### config.mk
export PLATFORM = sky130hd
export DESIGN_NAME = hazard_ctrl
export DESIGN_NICKNAME = d
export VERILOG_FILES = /design/src/rtl/hazard_ctrl.sv
export SDC_FILE = /design/constraint.sdc
export NUM_CORES = 1
export LEC_CHECK = 0
export ABC_AREA = 1
export CAP_MARGIN = 20
export CORE_MARGIN = 4
export CORE_UTILIZATION = 30
export CTS_BUF_LIST = sky130_fd_sc_hd__clkbuf_8
export DETAILED_ROUTE_END_ITERATION = 8
export PLACE_DENSITY_LB_ADDON = 0.2
export SYNTH_ARGS = -nofsm -noshare
export SYNTH_HDL_FRONTEND = slang
export SYNTH_SLANG_ARGS = --single-unit
### constraint.sdc
create_clock -name clk -period 1.85 [get_ports clk]
set_clock_uncertainty 0.1 [all_clocks]
set_input_delay 0.4625 -clock clk [delete_from_list [all_inputs] [get_ports clk]]
set_output_delay 0.4625 -clock clk [all_outputs]
set_load 0.02 [all_outputs]
### src/rtl/hazard_ctrl.sv
// Load-use hazard controller: stalls the front end on a load-use dependency, freezes the
// back end while load data is late, and traps into HALT_ERR on memory timeout.
// Optional macro HAZARD_PERF_CNT_EN enables the saturating stall/load-use counters.
module hazard_ctrl #(
    parameter int REG_NUM   = 32,
    parameter int MAX_WAIT  = 16,
    parameter int CNT_WIDTH = 32
) (
    input  logic                       clk,
    input  logic                       rst_n,
    input  logic                       flush,
    input  logic                       id_valid,
    input  logic [$clog2(REG_NUM)-1:0] id_rs1,
    input  logic [$clog2(REG_NUM)-1:0] id_rs2,
    input  logic                       id_rs1_used,
    input  logic                       id_rs2_used,
    input  logic [$clog2(REG_NUM)-1:0] ex_rd,
    input  logic                       ex_wr_reg_en,
    input  logic                       ex_is_load,
    input  logic                       mm_mem_ready,
    input  logic                       err_clr,
    output logic                       stall_fe,
    output logic                       bubble_ex,
    output logic                       freeze_be,
    output logic                       mem_timeout,
    output logic [CNT_WIDTH-1:0]       stall_cycles,
    output logic [CNT_WIDTH-1:0]       lu_events
);

    localparam int RW = $clog2(REG_NUM);
    localparam int WW = $clog2(MAX_WAIT);

    typedef enum logic [1:0] {RUN, LOAD_WAIT, HALT_ERR} state_t;

    state_t        state;
    logic [WW-1:0] wcnt;
    logic          hz;
    logic          timeout_hit;
    logic          lu_start;

    assign hz = id_valid && ex_is_load && ex_wr_reg_en && (ex_rd != RW'(0)) &&
                ((id_rs1_used && (id_rs1 == ex_rd)) || (id_rs2_used && (id_rs2 == ex_rd)));

    // Ready wins over a coincident timeout, so the check requires !mm_mem_ready.
    assign timeout_hit = (state == LOAD_WAIT) && !mm_mem_ready && !flush &&
                         (wcnt == WW'(MAX_WAIT - 1));
    assign lu_start    = (state == RUN) && hz && !flush;

    // Outputs follow live hz/flush, so they are combinational; reset and flush force them low.
    always_comb begin
        stall_fe  = 1'b0;
        bubble_ex = 1'b0;
        freeze_be = 1'b0;
        if (rst_n && !flush) begin
            case (state)
                RUN: begin
                    stall_fe  = hz;
                    bubble_ex = hz;
                end
                LOAD_WAIT: begin
                    stall_fe  = !mm_mem_ready;
                    freeze_be = !mm_mem_ready;
                end
                HALT_ERR: begin
                    stall_fe  = 1'b1;
                    freeze_be = 1'b1;
                end
                default: ;
            endcase
        end
    end

    always_ff @(posedge clk or negedge rst_n) begin
        if (!rst_n) begin
            state <= RUN;
            wcnt  <= '0;
        end else if (flush) begin
            state <= RUN;
            wcnt  <= '0;
        end else begin
            case (state)
                RUN: begin
                    wcnt <= '0;
                    if (hz) state <= LOAD_WAIT;
                end
                LOAD_WAIT: begin
                    if (mm_mem_ready) begin
                        state <= RUN;
                        wcnt  <= '0;
                    end else if (timeout_hit) begin
                        state <= HALT_ERR;
                        wcnt  <= '0;
                    end else begin
                        wcnt <= wcnt + WW'(1);
                    end
                end
                HALT_ERR: begin
                    wcnt <= '0;
                    if (err_clr) state <= RUN;
                end
                default: begin
                    state <= RUN;
                    wcnt  <= '0;
                end
            endcase
        end
    end

    // Sticky error flag; independent of flush so a redirect cannot hide a timeout.
    always_ff @(posedge clk or negedge rst_n) begin
        if (!rst_n)           mem_timeout <= 1'b0;
        else if (err_clr)     mem_timeout <= 1'b0;
        else if (timeout_hit) mem_timeout <= 1'b1;
    end

`ifdef HAZARD_PERF_CNT_EN
    always_ff @(posedge clk or negedge rst_n) begin
        if (!rst_n) begin
            stall_cycles <= '0;
            lu_events    <= '0;
        end else begin
            if (stall_fe && (stall_cycles != '1)) stall_cycles <= stall_cycles + CNT_WIDTH'(1);
            if (lu_start && (lu_events != '1))    lu_events    <= lu_events + CNT_WIDTH'(1);
        end
    end
`else
    assign stall_cycles = '0;
    assign lu_events    = '0;
`endif

endmodule

Yosys cells after proc, flatten, opt, wreduce, memory -nomap -nowiden

Index checks and enable logic that the tools add are counted.

Add/subtract/negate cells: 1
Equal/unequal tests: 8
Muxes and demuxes: 18
Reduce and logical (&&, ||, !) cells: 17

Operators with widths:

| cell                                                 | number |
|---|---|
| two-way mux 4 bit                                    | 4 |
| equality test 5 bit                                  | 2 |
| logical AND 1 bit                                    | 10 |
| two-way mux 2 bit                                    | 5 |
| two-way mux 1 bit                                    | 6 |
| inequality test 3 bit (second input constant)        | 2 |
| one-hot mux 2 bit (3 select lines)                   | 1 |
| nonzero test 5 bit                                   | 1 |
| adder 4 x 1 -> 4 bit (second input constant)         | 1 |
| equality test 4 bit (second input constant)          | 1 |
| inequality test 4 bit (second input constant)        | 1 |
| one-hot mux 1 bit (3 select lines)                   | 1 |
| AND reduction 3 bit                                  | 1 |
| equality test 2 x 1 -> 1 bit (second input constant) | 1 |
| equality test 2 bit (second input constant)          | 1 |
| logical NOT 1 bit                                    | 2 |
| logical NOT 2 bit                                    | 1 |
| one-hot mux 1 bit (2 select lines)                   | 1 |
| nonzero test 2 bit                                   | 1 |
| logical OR 1 bit                                     | 1 |

Flip-flop bits (word level): 7
Output and inout bits: 68
Logic and storage cells: 47

Logic depth before layout (Yosys ltp)

Gate-level depths: netlist of run 1.

Depth after elaboration: 8
Gate-level depth with buffers: 11
Mapped depth without buffers: 11

Worst setup path after synthesis of run 1

Ideal clock, no wire load.

Kind: reg-to-output
Start point: register state[0]
End point: output port stall_fe
Arrival: 1.360 ns
Required time: 1.287 ns
Slack: -0.073 ns
Cell stages (with the launch flop): 6
Buffers on the path: 0
Cells stage by stage: dfrtp_1 > inv_1 > ha_1 > a21oi_1 > or2_2 > a21oi_1

Longest elaborated chain between the ends: 3
Elaborated cells between the ends (all ways): 5
Those cells by class: eq/ne: 2; mux: 2; reduce/logical: 1

Ends and longest elaborated chain:

| element                                           | line | source |
|---|---|---|
| start: declaration                                | 35   | `state_t state;` |
| start signal: assignment                          | 75   | `state <= RUN;` |
| start signal: assignment                          | 78   | `state <= RUN;` |
| start signal: assignment                          | 84   | `if (hz) state <= LOAD_WAIT;` |
| equality test 2 bit, or another cell as far along | 55   | `case (state)` |
| one-hot mux 1 bit (3 select lines) *              | 55   |  |
| two-way mux 1 bit *                               | 54   | `if (rst_n && !flush) begin` |
| end: declaration                                  | 22   | `output logic stall_fe,` |

Every way passes the cells marked *; elsewhere a longest branch is shown, timed or not.

Worst setup path in the final report of run 1

Start point: register state[1]
End point: output port stall_fe

Same word-level chain as after synthesis.

==> results of run 1 <==
per-stage QoR:
stage / cells / hold WS, ns / area (µm²) / power (µW) / utilization (%)
after floorplan: 236 / 0.0669 / 1380 / 548 / -
after global placement: 259 / 0.357 / 1320 / 627 / 36.2
after detailed placement: 259 / 0.363 / 1320 / 625 / 36.2
after CTS: 265 / 0.205 / 1370 / 896 / 37.3
after global routing: 265 / 0.212 / 1370 / 968 / 37.5
final: 265 / 0.202 / 1370 / 890 / 37.5
cell type report:
cell class                 count  area, µm²
clock buffer                   3       41.3
clock inverter                 1       3.75
fill                         410       2290
inverter                      22       82.6
multi-input combinational    143        704
sequential                     7        175
tap                           48       60.1
timing repair buffer          41        305
power groups by stage:
stage          Sequential (µW)  Clock [µW]  Combinational (µW)
2_1_floorplan              187           0                 360
3_3_place_gp               187           0                 440
3_5_place_dp               188           0                 438
4_1_cts                    187         212                 497
5_1_grt                    188         223                 557
6_report                   188         203                 499
flip-flops by register name, indices dropped and copies added, names as in the netlist:
signal       cells
mem_timeout      1
wcnt             4
state            2
final timing paths:
| check | slack (ns) | start | cells after the start | to |
|---|---|---|---|---|
| setup / recovery | -0.13 | state[1]$_DFFE_PN0P_ | 6 | stall_fe |
| hold reg to reg | 0.37 | wcnt[0]$_DFF_PN0_ | 1 | wcnt[0]$_DFF_PN0_ |
| hold / removal | 0.20 | rst_n | 2 | state[0]$_DFFE_PN0P_ |
| setup reg to reg | 0.27 | state[0]$_DFFE_PN0P_ | 9 | state[1]$_DFFE_PN0P_ |
| max in group asynchronous | 1.33 | rst_n | 2 | mem_timeout$_DFFE_PN0P_ |
| min in group clk | 0.37 | wcnt[0]$_DFF_PN0_ | 1 | wcnt[0]$_DFF_PN0_ |
metal layers:
metal  vias to the layer above  track usage, %
li1                        477               -
met1                       379            8.67
met2                        49            16.3
met3                         4            1.74
met4                         0            3.62
met5                         -               0
critical path, cell delays in order, from the launching register on:
cell and delay [ns]:
dfrtp_1 0.39, inv_2 0.06, ha_2 0.18, a21oi_2 0.06, or2_4 0.23, a21oi_2 0.14, buf_6 0.13
kinds of logic (layout without fill, tap and decap cells):
kind of cell             count (synthesis)  after routing
AND/OR/NAND/NOR                         69             69
other                                    1             64
AO/OA/AOI/OAI                            3              3
buffers and inverters                   86             67
flip-flops                               7              7
adder cells (fa/ha/maj)                  5              5
XOR/XNOR                                 2              2
layout by cell type, fill, tap and decap left out, types with 7 or more instances in the layout:
cell type,n
buf_2,12
buf_4,15
conb_1,64
dfrtp_1,7
dlygate4sd2_1,8
inv_1,12
inv_2,11
nand2_1,33
nand3_1,7
nor2_1,16
repair_timing:
action                                  4_1_cts  5_1_grt
gates resized for setup                     101        5
endpoints found under the setup margin        3        3
cloned                                        0        0
pin swaps                                    29       11
buffers inserted                              2        0
hold endpoints to repair                      0        0
hold buffers                                  0        0
==> impl_metrics.csv, run 1 <==
group,metric,value,unit
critical_path,critPathLaunchType,"register",
cells_and_area,fin_nets,248,
pwr,seqPwrFrac,21.1,%
pwr,clkPwrFrac,22.8,%
critical_path,crit_fanout,2,
pwr,ir_drop,227,µV
cts,cts_tree,"yes",
drt,drtPass1Iterations,4,
global_routing,grt.total_usage,8.45,%
yosys,synth_cell_types,18,
pwr,power_leakage,0.000840,µW
floorplanning,rows,22,
place,gp_congestion,0.737,
cts,clk_pin_slew_worst_paths,0.04,ns
floorplanning,initial_core_util,31.2,%
hold_path,hold_class,"in2async",
drt,dr_wl_met2,1150,µm
drt,vias_per_cell,3.43,
drt,via_count,909,
flow_run,maxCapViolCount,0,
pwr,switching_share,41.5,%
yosys,synthCells,173,
global_routing,grt_max_degree,8,
floorplanning,io_pins,93,
cells_and_area,layout-drive-gt1-share,27.6,%
pwr,switchingPower,369,µW
yosys,yosysSeqAreaShare,15.4,%
timing,hold_viol,0,
global_routing,first_global_vias,791,
drt,top_layer,"met4",
drt,wl,2200,µm
global_routing,overflow,0,
cts,root_buffer,"clkbuf_8",
floorplanning,die_h,69.7,µm
cts,cts.sinks,7,
critical_path,crit_required,1.29,ns
timing,period_minus_slack,1.98,ns
global_routing,antenna_found_initial,0,
floorplanning,core_area,3660,µm²
yosys,synth-seq-cells,7,
timing,fin_crit_sh,107,%
place,hpwl,1930,µm
yosys,synth_xor_xnor_area_share,1.54,%
timing,fmax,504,MHz
drt,drt-initial-drc-count,13,
pwr,p_int,520,µW
yosys,synth_compound_area_share,2.74,%
yosys,synth_top_area_share,42.1,%
yosys,synth_area,1140,µm²
yosys,yosysMostFrequentCell,"buf_4",
timing,grt_setup_unrepaired,"yes",
yosys,ys_async_sr_fraction,100,%
yosys,ys_top_cells_by_area,"buf_4 42%, dfrtp_1 15%, nand2_1 12%, inv_1 6.3%, nor2_1 5.9%",
drt,met3_wirelength,242,µm
timing,setup_viol,3,
drt,wl_met1,779,µm
timing,setup_tns,-0.210,ns
floorplanning,die_w,69.7,µm
critical_path,cp_data_arrival_time,1.42,ns
pwr,pwr_density_cell,648,nW/µm²
cts,htreeDepth,1,
yosys,yosys.area.top_type,"buf_4",
place,portBuffers,28,
drt,wire_per_inst,8.31,µm
cts,cts_buffer_depth,2,
yosys,ys_dominant_reg_cell,"dfrtp_1",
global_routing,grt_pass1_wl,3400,µm
drt,drc,0,
floorplanning,die-area,4850,µm²
yosys,yosysWarnings,0,
yosys,syn_area_per_cell,6.60,µm²
yosys,synth_mux_area_share,0,%
status,violations,"setup timing",
cells_and_area,area_growth_syn_to_layout,20.3,%
yosys,synth_simple_gate_area_share,25.2,%
cells_and_area,n_antenna_cell,0,
timing,slew_violations,0,
yosys,synth_top_family_by_area,"buffers and inverters",
yosys,synth_common_cells,"64 x buf_4, 36 x nand2_1, 19 x inv_1, 18 x nor2_1, 8 x nand3_1",
cts,clock_latency,0.22,ns
timing,layout_setup_ws,-0.134,ns
status,outcome,"finished with violations",
pwr,p_comb_share,56.1,%
yosys,synth_edf_count,0,
critical_path,crit_type,"reg2out",
cts,cts_inserted_buffers,3,
drt,antenna_violating_nets_post_route,0,
critical_path,end_kind,"output port",
yosys,synthAdderAreaFrac,5.48,%
place,place_worst_setup_slack,-0.987,ns
No activity file was read; power rests on OpenSTA's default activity.
==> inputs of run 2 (changes only) <==
--- a/config.mk
+++ b/config.mk
@@ -9,7 +9,7 @@
 export CAP_MARGIN = 20
 export CORE_MARGIN = 4
 export CORE_UTILIZATION = 30
-export CTS_BUF_LIST = sky130_fd_sc_hd__clkbuf_8
+export CTS_BUF_LIST = sky130_fd_sc_hd__clkbuf_2
 export DETAILED_ROUTE_END_ITERATION = 8
 export PLACE_DENSITY_LB_ADDON = 0.2
 export SYNTH_ARGS = -nofsm -noshare
==> run 2 against run 1 <==
  * The run still ends with setup timing left
  * Count of clock-buffer cells in the layout increased by 1
  * Die area unchanged
  * Register-to-register slack about the same
  * Clock power decreased by 45%
  * Sequential share of layout area increased by 0.20 points
  * Utilization decreased by 0.58 points
  * Final cell count unchanged
  * Critical path type unchanged
  * Largest cell class unchanged
  * Largest power group unchanged
==> impl_metrics.csv, run 2 (synthesis results as in run 1) <==
group,metric,value,unit
place,portBuffers,28,
status,violations,"setup timing",
cts,cts_buffer_depth,2,
critical_path,r2r-start,"state[0]$_DFFE_PN0P_",
floorplanning,rows,22,
cells_and_area,top_register,"wcnt",
pwr,switching_share,45.5,%
cts,cts_inserted_buffers,3,
timing,fin_crit_sh,108,%
pwr,ir_drop,188,µV
drt,antenna_violating_nets_post_route,0,
floorplanning,initial_core_util,31.2,%
cells_and_area,largest_register_ff_count,4,
cts,cts_tree,"yes",
place,dp_cells,259,
cells_and_area,final_cells,265,
drt,drt-initial-drc-count,12,
critical_path,crit_type,"reg2out",
critical_path,critPathLaunchType,"register",
pwr,pwr_density_cell,589,nW/µm²
cells_and_area,biggestRegsByFlops,"wcnt x4, state x2, mem_timeout x1",
timing,grt_setup_unrepaired,"yes",
critical_path,crit_required,1.29,ns
cells_and_area,final_cell_mix,"64 x conb_1, 34 x nand2_1, 17 x nor2_1",
critical_path,end_kind,"output port",
pwr,p_comb_share,62.6,%
critical_path,crit_fanout,2,
global_routing,first_global_vias,814,
floorplanning,core_area,3660,µm²
timing,slew_violations,0,
cts,root_buffer,"clkbuf_2",
floorplanning,die_w,69.7,µm
drt,wl,2190,µm
global_routing,antenna_found_initial,0,
place,hpwl,1930,µm
timing,layout_setup_ws,-0.148,ns
floorplanning,die-area,4850,µm²
floorplanning,io_pins,93,
timing,period_minus_slack,2.00,ns
critical_path,setup.worst_path.start,"state[1]$_DFFE_PN0P_",
cells_and_area,area_growth_syn_to_layout,18.4,%
flow_run,maxCapViolCount,0,
status,outcome,"finished with violations",
global_routing,overflow,0,
cells_and_area,n_antenna_cell,0,
drt,via_count,900,
pwr,clkPwrFrac,13.9,%
timing,fmax,501,MHz
floorplanning,die_h,69.7,µm
timing,hold_viol,0,
global_routing,grt.total_usage,8.60,%
cells_and_area,final_common_cell,"conb_1",
drt,drtPass1Iterations,4,
critical_path,cp_data_arrival_time,1.44,ns
cells_and_area,utilization,36.9,%
place,place_worst_setup_slack,-0.987,ns
cts,cts.sinks,7,
global_routing,grt_max_degree,8,
cts,htreeDepth,1,
drt,wire_per_inst,8.28,µm
pwr,switchingPower,362,µW
cts,clk_pin_slew_worst_paths,0.07,ns
pwr,p_int,434,µW
cells_and_area,fillCellCount,418,
timing,setup_viol,3,
drt,drc,0,
cts,clock_latency,0.22,ns
drt,vias_per_cell,3.40,
pwr,power_leakage,0.000830,µW
pwr,seqPwrFrac,23.4,%
hold_path,hold_class,"in2async",
place,gp_congestion,0.737,
timing,fin_hold_ws,0.191,ns
pwr,finalPower,796,µW
global_routing,grt_pass1_wl,3450,µm
cells_and_area,fin_nets,248,
cells_and_area,layout-drive-gt1-share,26.7,%
[run 2: changes by cell type in the layout (fill, tap and decap cells not counted), sizes merged]
cell	before	now
buf	29	27
clkbuf	3	4
clkdlybuf4s15	2	4
inv	23	22
[run 2: metal layers]
layer	global-route usage, %	share of wire, %	wire length, µm
met2	16.3	52	1140
met4	4.26	0.96	21
met3	1.74	11	234
met5	0	0	0
met1	8.84	36	795
[run 2: layout make-up]
| cell class | count | area [µm²] | area share, % |
|---|---|---|---|
| Multi-Input combinational cell | 143 | 699 | 51.8 |
| Inverter | 22 | 82.6 | 6.11 |
| Tap cell | 48 | 60.1 | 4.44 |
| Timing Repair Buffer | 41 | 314 | 23.2 |
| Sequential cell | 7 | 175 | 13.0 |
| Clock buffer | 4 | 20.0 | 1.48 |
[run 2: timing repair]
item	in CTS	in global routing
resized for setup	95	5
hold buffers	0	0
setup endpoints to repair	3	3
pin swaps	28	8
setup buffers	2	0
[run 2: worst paths after layout]
path                       slack [ns]                 endpoint  cells past startpoint
setup / recovery                -0.15                 stall_fe                      6
hold / removal                   0.19     state[0]$_DFFE_PN0P_                      2
setup reg to reg                 0.27     state[1]$_DFFE_PN0P_                      9
hold reg to reg                  0.37        wcnt[0]$_DFF_PN0_                      1
max in group asynchronous        1.34  mem_timeout$_DFFE_PN0P_                      2
min in group clk                 0.37        wcnt[0]$_DFF_PN0_                      1
[run 2: power groups by stage]
stage / logic, µW / registers, µW / clock network [µW]
floorplan: 360 / 187 / 0
global placement: 440 / 187 / 0
detailed placement: 438 / 188 / 0
CTS: 499 / 186 / 120
global route: 556 / 187 / 132
finish: 498 / 186 / 111
[run 2: per-stage QoR]
| step | TNS (ns) | cell area [µm²] |
|---|---|---|
| floorplan | 0 | 1380 |
| global placement | -2.80 | 1320 |
| detailed placement | -2.77 | 1320 |
| CTS | -0.307 | 1360 |
| global route | -0.557 | 1350 |
| finish | -0.255 | 1350 |
[run 2: worst max-delay path, cell delays in order (launching register included)]
cell and delay (ns):
dfrtp_1 0.40, inv_2 0.06, ha_2 0.18, a21oi_2 0.06
or2_4 0.23, a21oi_2 0.14, buf_6 0.13
